`config.mk`:
```
export PLATFORM = sky130hd
export DESIGN_NAME = programmatore_fasce
export DESIGN_NICKNAME = d
export VERILOG_FILES = /design/src/rtl/programmatore_fasce.sv
export SDC_FILE = /design/constraint.sdc
export NUM_CORES = 1
export LEC_CHECK = 0
export CORE_ASPECT_RATIO = 1.5
export CORE_UTILIZATION = 38
export CTS_CLUSTER_SIZE = 16
export DETAILED_ROUTE_END_ITERATION = 7
export HOLD_SLACK_MARGIN = 0.15
export PLACE_DENSITY = 0.69
export RECOVER_POWER = 25
export SYNTH_ARGS = -nofsm -noshare
export SYNTH_HDL_FRONTEND = slang
export SYNTH_SLANG_ARGS = --single-unit
```
`constraint.sdc`:
```
create_clock -name clk -period 4.17 [get_ports clk]
set_clock_uncertainty 0.05 [all_clocks]
set_input_delay 0.6255 -clock clk [delete_from_list [all_inputs] [get_ports clk]]
set_output_delay 0.6255 -clock clk [all_outputs]
set_load 0.05 [all_outputs]
```
`src/rtl/programmatore_fasce.sv`:
```
// programmatore_fasce
//   Time-band programmer for the thermostat. Takes hour/minute updates from the
//   house clock and picks the setpoint of the active band out of a small table
//   that the user interface can write.
//   Ports:
//     clk, rst               clock, asynchronous active-high reset
//     en                     1 = time ticks are processed, 0 = ticks ignored
//     tick, ora, minuti      one-cycle strobe carrying a new time value
//     wr_en, wr_idx,         one-cycle table write: entry index, active bit,
//     wr_attiva, wr_ora,     band start hour/minute and band setpoint
//     wr_min, wr_temp
//     setpoint, fascia       selected setpoint and index of the selected entry
//     cambio                 one-cycle pulse when setpoint or fascia changes
//     busy                   a table scan is in progress
//     wr_err                 one-cycle pulse: last write had an out-of-range time
module programmatore_fasce #(
   parameter int                 N_FASCE      = 4,
   parameter int                 ORA_MAX      = 6,
   parameter int                 MIN_MAX      = 60,
   parameter int                 TEMP_W       = 8,
   parameter logic [TEMP_W-1:0]  TEMP_DEFAULT = TEMP_W'(36),
   localparam int                IDX_W        = $clog2(N_FASCE)
) (
   input  logic              clk,
   input  logic              rst,
   input  logic              en,
   input  logic              tick,
   input  logic [2:0]        ora,
   input  logic [5:0]        minuti,
   input  logic              wr_en,
   input  logic [IDX_W-1:0]  wr_idx,
   input  logic              wr_attiva,
   input  logic [2:0]        wr_ora,
   input  logic [5:0]        wr_min,
   input  logic [TEMP_W-1:0] wr_temp,
   output logic [TEMP_W-1:0] setpoint,
   output logic [IDX_W-1:0]  fascia,
   output logic              cambio,
   output logic              busy,
   output logic              wr_err
);

   typedef enum logic [1:0] {IDLE, SCAN, UPDATE} state_t;

   localparam logic [IDX_W-1:0] LAST_IDX = IDX_W'(N_FASCE - 1);

   state_t            state_q, state_d;
   logic [IDX_W-1:0]  idx_q, idx_d;
   logic [8:0]        snap_q, snap_d;
   logic [8:0]        pend_time_q, pend_time_d;
   logic              pending_q, pending_d;

   logic              tbl_att_q  [N_FASCE];
   logic              tbl_att_d  [N_FASCE];
   logic [8:0]        tbl_key_q  [N_FASCE];
   logic [8:0]        tbl_key_d  [N_FASCE];
   logic [TEMP_W-1:0] tbl_temp_q [N_FASCE];
   logic [TEMP_W-1:0] tbl_temp_d [N_FASCE];

   logic              le_found_q, le_found_d;
   logic [8:0]        le_key_q, le_key_d;
   logic [IDX_W-1:0]  le_idx_q, le_idx_d;
   logic              mx_found_q, mx_found_d;
   logic [8:0]        mx_key_q, mx_key_d;
   logic [IDX_W-1:0]  mx_idx_q, mx_idx_d;

   logic [TEMP_W-1:0] setpoint_q, setpoint_d;
   logic [IDX_W-1:0]  fascia_q, fascia_d;
   logic              cambio_q, cambio_d;
   logic              wr_err_q, wr_err_d;

   logic              wr_ok, tick_ok;
   logic [8:0]        cur_key;
   logic [IDX_W-1:0]  sel_idx;
   logic [TEMP_W-1:0] sel_temp;

   always_comb begin
      state_d     = state_q;
      idx_d       = idx_q;
      snap_d      = snap_q;
      pend_time_d = pend_time_q;
      pending_d   = pending_q;
      tbl_att_d   = tbl_att_q;
      tbl_key_d   = tbl_key_q;
      tbl_temp_d  = tbl_temp_q;
      le_found_d  = le_found_q;
      le_key_d    = le_key_q;
      le_idx_d    = le_idx_q;
      mx_found_d  = mx_found_q;
      mx_key_d    = mx_key_q;
      mx_idx_d    = mx_idx_q;
      setpoint_d  = setpoint_q;
      fascia_d    = fascia_q;
      cambio_d    = 1'b0;
      wr_err_d    = 1'b0;
      sel_idx     = '0;
      sel_temp    = TEMP_DEFAULT;

      wr_ok   = (32'(wr_ora) < 32'(ORA_MAX)) && (32'(wr_min) < 32'(MIN_MAX));
      tick_ok = (32'(ora) < 32'(ORA_MAX)) && (32'(minuti) < 32'(MIN_MAX));
      cur_key = tbl_key_q[idx_q];

      case (state_q)
         IDLE: begin
            if (pending_q) begin
               snap_d     = pend_time_q;
               pending_d  = 1'b0;
               idx_d      = '0;
               le_found_d = 1'b0;
               mx_found_d = 1'b0;
               state_d    = SCAN;
            end
         end
         SCAN: begin
            // Strict greater-than: on equal keys the lower index is kept.
            if (tbl_att_q[idx_q]) begin
               if (cur_key <= snap_q && (!le_found_q || cur_key > le_key_q)) begin
                  le_found_d = 1'b1;
                  le_key_d   = cur_key;
                  le_idx_d   = idx_q;
               end
               if (!mx_found_q || cur_key > mx_key_q) begin
                  mx_found_d = 1'b1;
                  mx_key_d   = cur_key;
                  mx_idx_d   = idx_q;
               end
            end
            idx_d = idx_q + 1'b1;
            // The last entry's result is folded in combinationally so the
            // outputs register on the same edge that enters UPDATE.
            if (idx_q == LAST_IDX) begin
               state_d = UPDATE;
               if (le_found_d) begin
                  sel_idx  = le_idx_d;
                  sel_temp = tbl_temp_q[le_idx_d];
               end else if (mx_found_d) begin
                  sel_idx  = mx_idx_d;
                  sel_temp = tbl_temp_q[mx_idx_d];
               end
               setpoint_d = sel_temp;
               fascia_d   = sel_idx;
               cambio_d   = (sel_temp != setpoint_q) || (sel_idx != fascia_q);
            end
         end
         UPDATE: state_d = IDLE;
         default: state_d = IDLE;
      endcase

      // Applied after the FSM so a new request overrides the pending clear.
      if (wr_en) begin
         if (!wr_ok) begin
            wr_err_d = 1'b1;
         end else if (32'(wr_idx) < 32'(N_FASCE)) begin
            tbl_att_d[wr_idx]  = wr_attiva;
            tbl_key_d[wr_idx]  = {wr_ora, wr_min};
            tbl_temp_d[wr_idx] = wr_temp;
            pending_d          = 1'b1;
         end
      end
      if (tick && en && tick_ok) begin
         pend_time_d = {ora, minuti};
         pending_d   = 1'b1;
      end
   end

   always_ff @(posedge clk or posedge rst) begin
      if (rst) begin
         state_q     <= IDLE;
         idx_q       <= '0;
         snap_q      <= '0;
         pend_time_q <= '0;
         pending_q   <= 1'b0;
         for (int unsigned i = 0; i < N_FASCE; i++) begin
            tbl_att_q[i]  <= 1'b0;
            tbl_key_q[i]  <= '0;
            tbl_temp_q[i] <= '0;
         end
         le_found_q  <= 1'b0;
         le_key_q    <= '0;
         le_idx_q    <= '0;
         mx_found_q  <= 1'b0;
         mx_key_q    <= '0;
         mx_idx_q    <= '0;
         setpoint_q  <= TEMP_DEFAULT;
         fascia_q    <= '0;
         cambio_q    <= 1'b0;
         wr_err_q    <= 1'b0;
      end else begin
         state_q     <= state_d;
         idx_q       <= idx_d;
         snap_q      <= snap_d;
         pend_time_q <= pend_time_d;
         pending_q   <= pending_d;
         tbl_att_q   <= tbl_att_d;
         tbl_key_q   <= tbl_key_d;
         tbl_temp_q  <= tbl_temp_d;
         le_found_q  <= le_found_d;
         le_key_q    <= le_key_d;
         le_idx_q    <= le_idx_d;
         mx_found_q  <= mx_found_d;
         mx_key_q    <= mx_key_d;
         mx_idx_q    <= mx_idx_d;
         setpoint_q  <= setpoint_d;
         fascia_q    <= fascia_d;
         cambio_q    <= cambio_d;
         wr_err_q    <= wr_err_d;
      end
   end

   assign setpoint = setpoint_q;
   assign fascia   = fascia_q;
   assign cambio   = cambio_q;
   assign busy     = (state_q != IDLE);
   assign wr_err   = wr_err_q;

endmodule

```
==> impl_results.md <==
* Fmax at between 200 and 250 MHz
* CTS Hold Buffers Added at 0
* Top Ports at 47
* Die X at about 110 µm
* TritonCTS clock tree: yes
* Most frequent cells in the layout: dfrtp_1, mux2_2, nand2_1
* Most common cell after layout, fill and taps aside: dfrtp_1
* Req. time, crit path at roughly 4.4 ns
* HP Start: setpoint[5]
* Async set-reset flop share out of synthesis at 100%
* Crit-path slowest cell: mux4_2
* Mapped Cells at approximately 570
* Vias per Instance at ~5.5
* Final cycle utilization of the critical path at a little over nine tenths
* Die Footprint at 0.0186 mm²
* Arrival time worst endpoint at approximately 4.3 ns
* Reg area at around 0.0033 mm²
* GP Congestion at between 0.9 and 1
* Crit end category: register
* CTS buffer count at 17
* Number of DRC markers in iteration 0 at 161
* Number of synthesized flops with an enable pin at 0
* Final min period at ~4 ns
* RR Endpoint: cambio
* Final hold vios at 0
* Antenna cells at 0
* MaxCap Viol Count at 0
* RSZ-0062 raised after global routing: yes
* Pre-antenna DRT Iters at 6
* Fillers at approximately 1.5k
* Kind of start point of the critical path: register
* #FFs+latches synth at around 130
* Maximum clock insertion buffer count at 2
* DP Area at ~0.0078 mm²
* Max incr delay on CP at 0.61 ns
* IO Port Bufs at 46
* Worst reg2reg setup slack at between 0.1 and 0.15 ns
* Sequential share of the synthesized area at about 48%
* Vias in the first global route at about 5.3k
* Hold crit path type: reg -> reg
* Share of layout cells above drive strength 1 at 36.4%
* DRC viols at 2
* Hold WS at 0.432 ns
* Critical path, cell by cell: buf_12 -> mux4_2 -> ha_4 -> nand4_1 -> o211a_1 -> o21a_4 -> o211a_4 -> a21oi_4 -> mux2_4 -> o221ai_4 -> buf_4 -> o32a_1 -> o2111a_1 -> a31oi_1
* Final wirelength at approximately 17 mm
* Reg clk slew, reported paths at roughly 0.060 ns
* Max-slew headroom at between 30% and 40%
* CTS HTree Levels at 4
* Nets at ~720
* Setup-failing EPs final at 0
* Die span in y at approximately 170 µm
* Dominant synthesized flop cell: dfrtp_1
* R2R Path Start: idx_q[0]
* Tightest Pin Transition at 1.04 ns
* Total GRT Usage at a little under a fifth
* Initial antenna violation count at 0
* Clk sinks at 131
* Grt ovf at 0
* Syn nets at 627
* Initial Util at 39.2%
* Largest net degree at the start of global routing at about 70
* Distinct cells, synth at 64
* Failing checks: design-rule violations
* Hold Crit Depth at 2
* Area of the multi-input gates at 0.00353 mm²
* Crit Path Class: reg -> reg
* Num rows at 59
* Reg2Reg Depth at 14
* Routed wirelength normalized by instance count at between 15 and 20 µm
* YS warnings at 0
* Crit path max fanout at 7
* Post-route ant nets at 0
* Total number of vias at approximately 4.9k
* Worst-skew pair later-pin latency at roughly 0.41 ns
* DPL Wire Length at 12.2 mm
* Root buf cell: clkbuf_16
* Synthesis-to-layout area growth at 28.0%
* First-pass GRT wire length at 27.2 mm
* Hold Path End: setpoint[5]
* Core Area at between 0.015 and 0.02 mm²
* Slew Viols, Final at 0
* Final Instance Area at 0.00877 mm²
* Status: finished with violations
* Syn_area_per_cell at between 10 and 15 µm²
* Mapped Area at a little under 0.007 mm²
## synth_stat cells, types with 6 or more instances
cell        n  share of area [%]
nor2_1     10               0.55
nand3_1     6               0.44
a21oi_1    13               0.95
inv_1      43                2.4
nand2_1    48                2.6
clkbuf_1   11               0.60
dfrtp_1   129                 47
a211oi_1   11                1.2
mux4_2     10                3.3
mux2_2    104                 17
mux2i_1    21                3.1
o21ai_0    27                2.0
nand4_1     7               0.64
o31ai_1     6               0.66
ha_1       28                5.1
## sequential cells by signal, summed over array words and instances (netlist names)
register     cells
tbl_key_q       36
tbl_temp_q      32
le_key_q         9
mx_key_q         9
pend_time_q      9
snap_q           9
setpoint         8
tbl_att_q        4
fascia           2
idx_q            2
le_idx_q         2
mx_idx_q         2
state_q          2
cambio           1
le_found_q       1
mx_found_q       1
pending_q        1
wr_err           1
## cell type report
type / instances / area share (%)
clock inverters: 10 / 1.95
multi-input cells: 372 / 40.2
well taps: 213 / 3.04
inverters: 44 / 1.91
repair buffers: 96 / 9.95
clock buffers: 21 / 5.48
flip-flops and latches: 131 / 37.4
## metal layers
layer | GRT usage [%] | routed length [µm] | part of all wire (%) | up-vias
li1 | - | - | - | 2279
met1 | 20.3 | 6440 | 39 | 2494
met2 | 34.2 | 9100 | 55 | 98
met3 | 3.06 | 442 | 2.7 | 33
met4 | 9.69 | 640 | 3.9 | 0
met5 | 0 | 0 | 0 | -
## per-stage QoR
step,instances,utilization (%),TNS [ns],worst slack [ns]
3_5_place_dp,841,44.5,-0.109,-0.109
6_report,887,50.1,0,0.112
4_1_cts,872,48.2,0,0.00755
5_1_grt,887,50.1,-0.126,-0.126
3_3_place_gp,841,44.5,-0.0646,-0.0646
2_1_floorplan,565,-,0,0.000113
## kinds of logic after synthesis
logic type                 Yosys count  synth area share [%]
muxes                              139                  24.3
DFF                                131                  47.9
AOI/OAI and AO/OA                  105                  11.8
and+or+nand+nor                     96                  6.85
buffers and inverters               62                  3.62
adders and majority gates           28                  5.11
xor gates and xnor gates             4                 0.511
## worst max-delay path, delay by kind of cell (launching register included)
family / cells / cell delay (ns)
compound gates: 8 / 1.64
simple gates: 1 / 0.21
fa+ha+maj: 1 / 0.31
flops: 1 / 0.42
buf+inv: 2 / 0.28
mux: 2 / 0.97
## what timing repair did
item,in CTS,in global routing
setup endpoints to repair,1,2
setup buffers,0,15
pin swaps,1,13
resized for setup,2,36
## how the worst max path moves through the flow
stage,start,end,slack [ns],cells past startpoint
floorplan,rst,cambio,0.0001,1
finish,idx_q[0],cambio,0.11,14
detailed placement,idx_q[0],cambio,-0.11,14
global placement,idx_q[0],cambio,-0.06,14
CTS,idx_q[0],cambio,0.008,14
global route,idx_q[0],cambio,-0.13,14
Power is not shown: default switching activity piles up to over one toggle a cycle in this logic, so the estimate is an artifact.
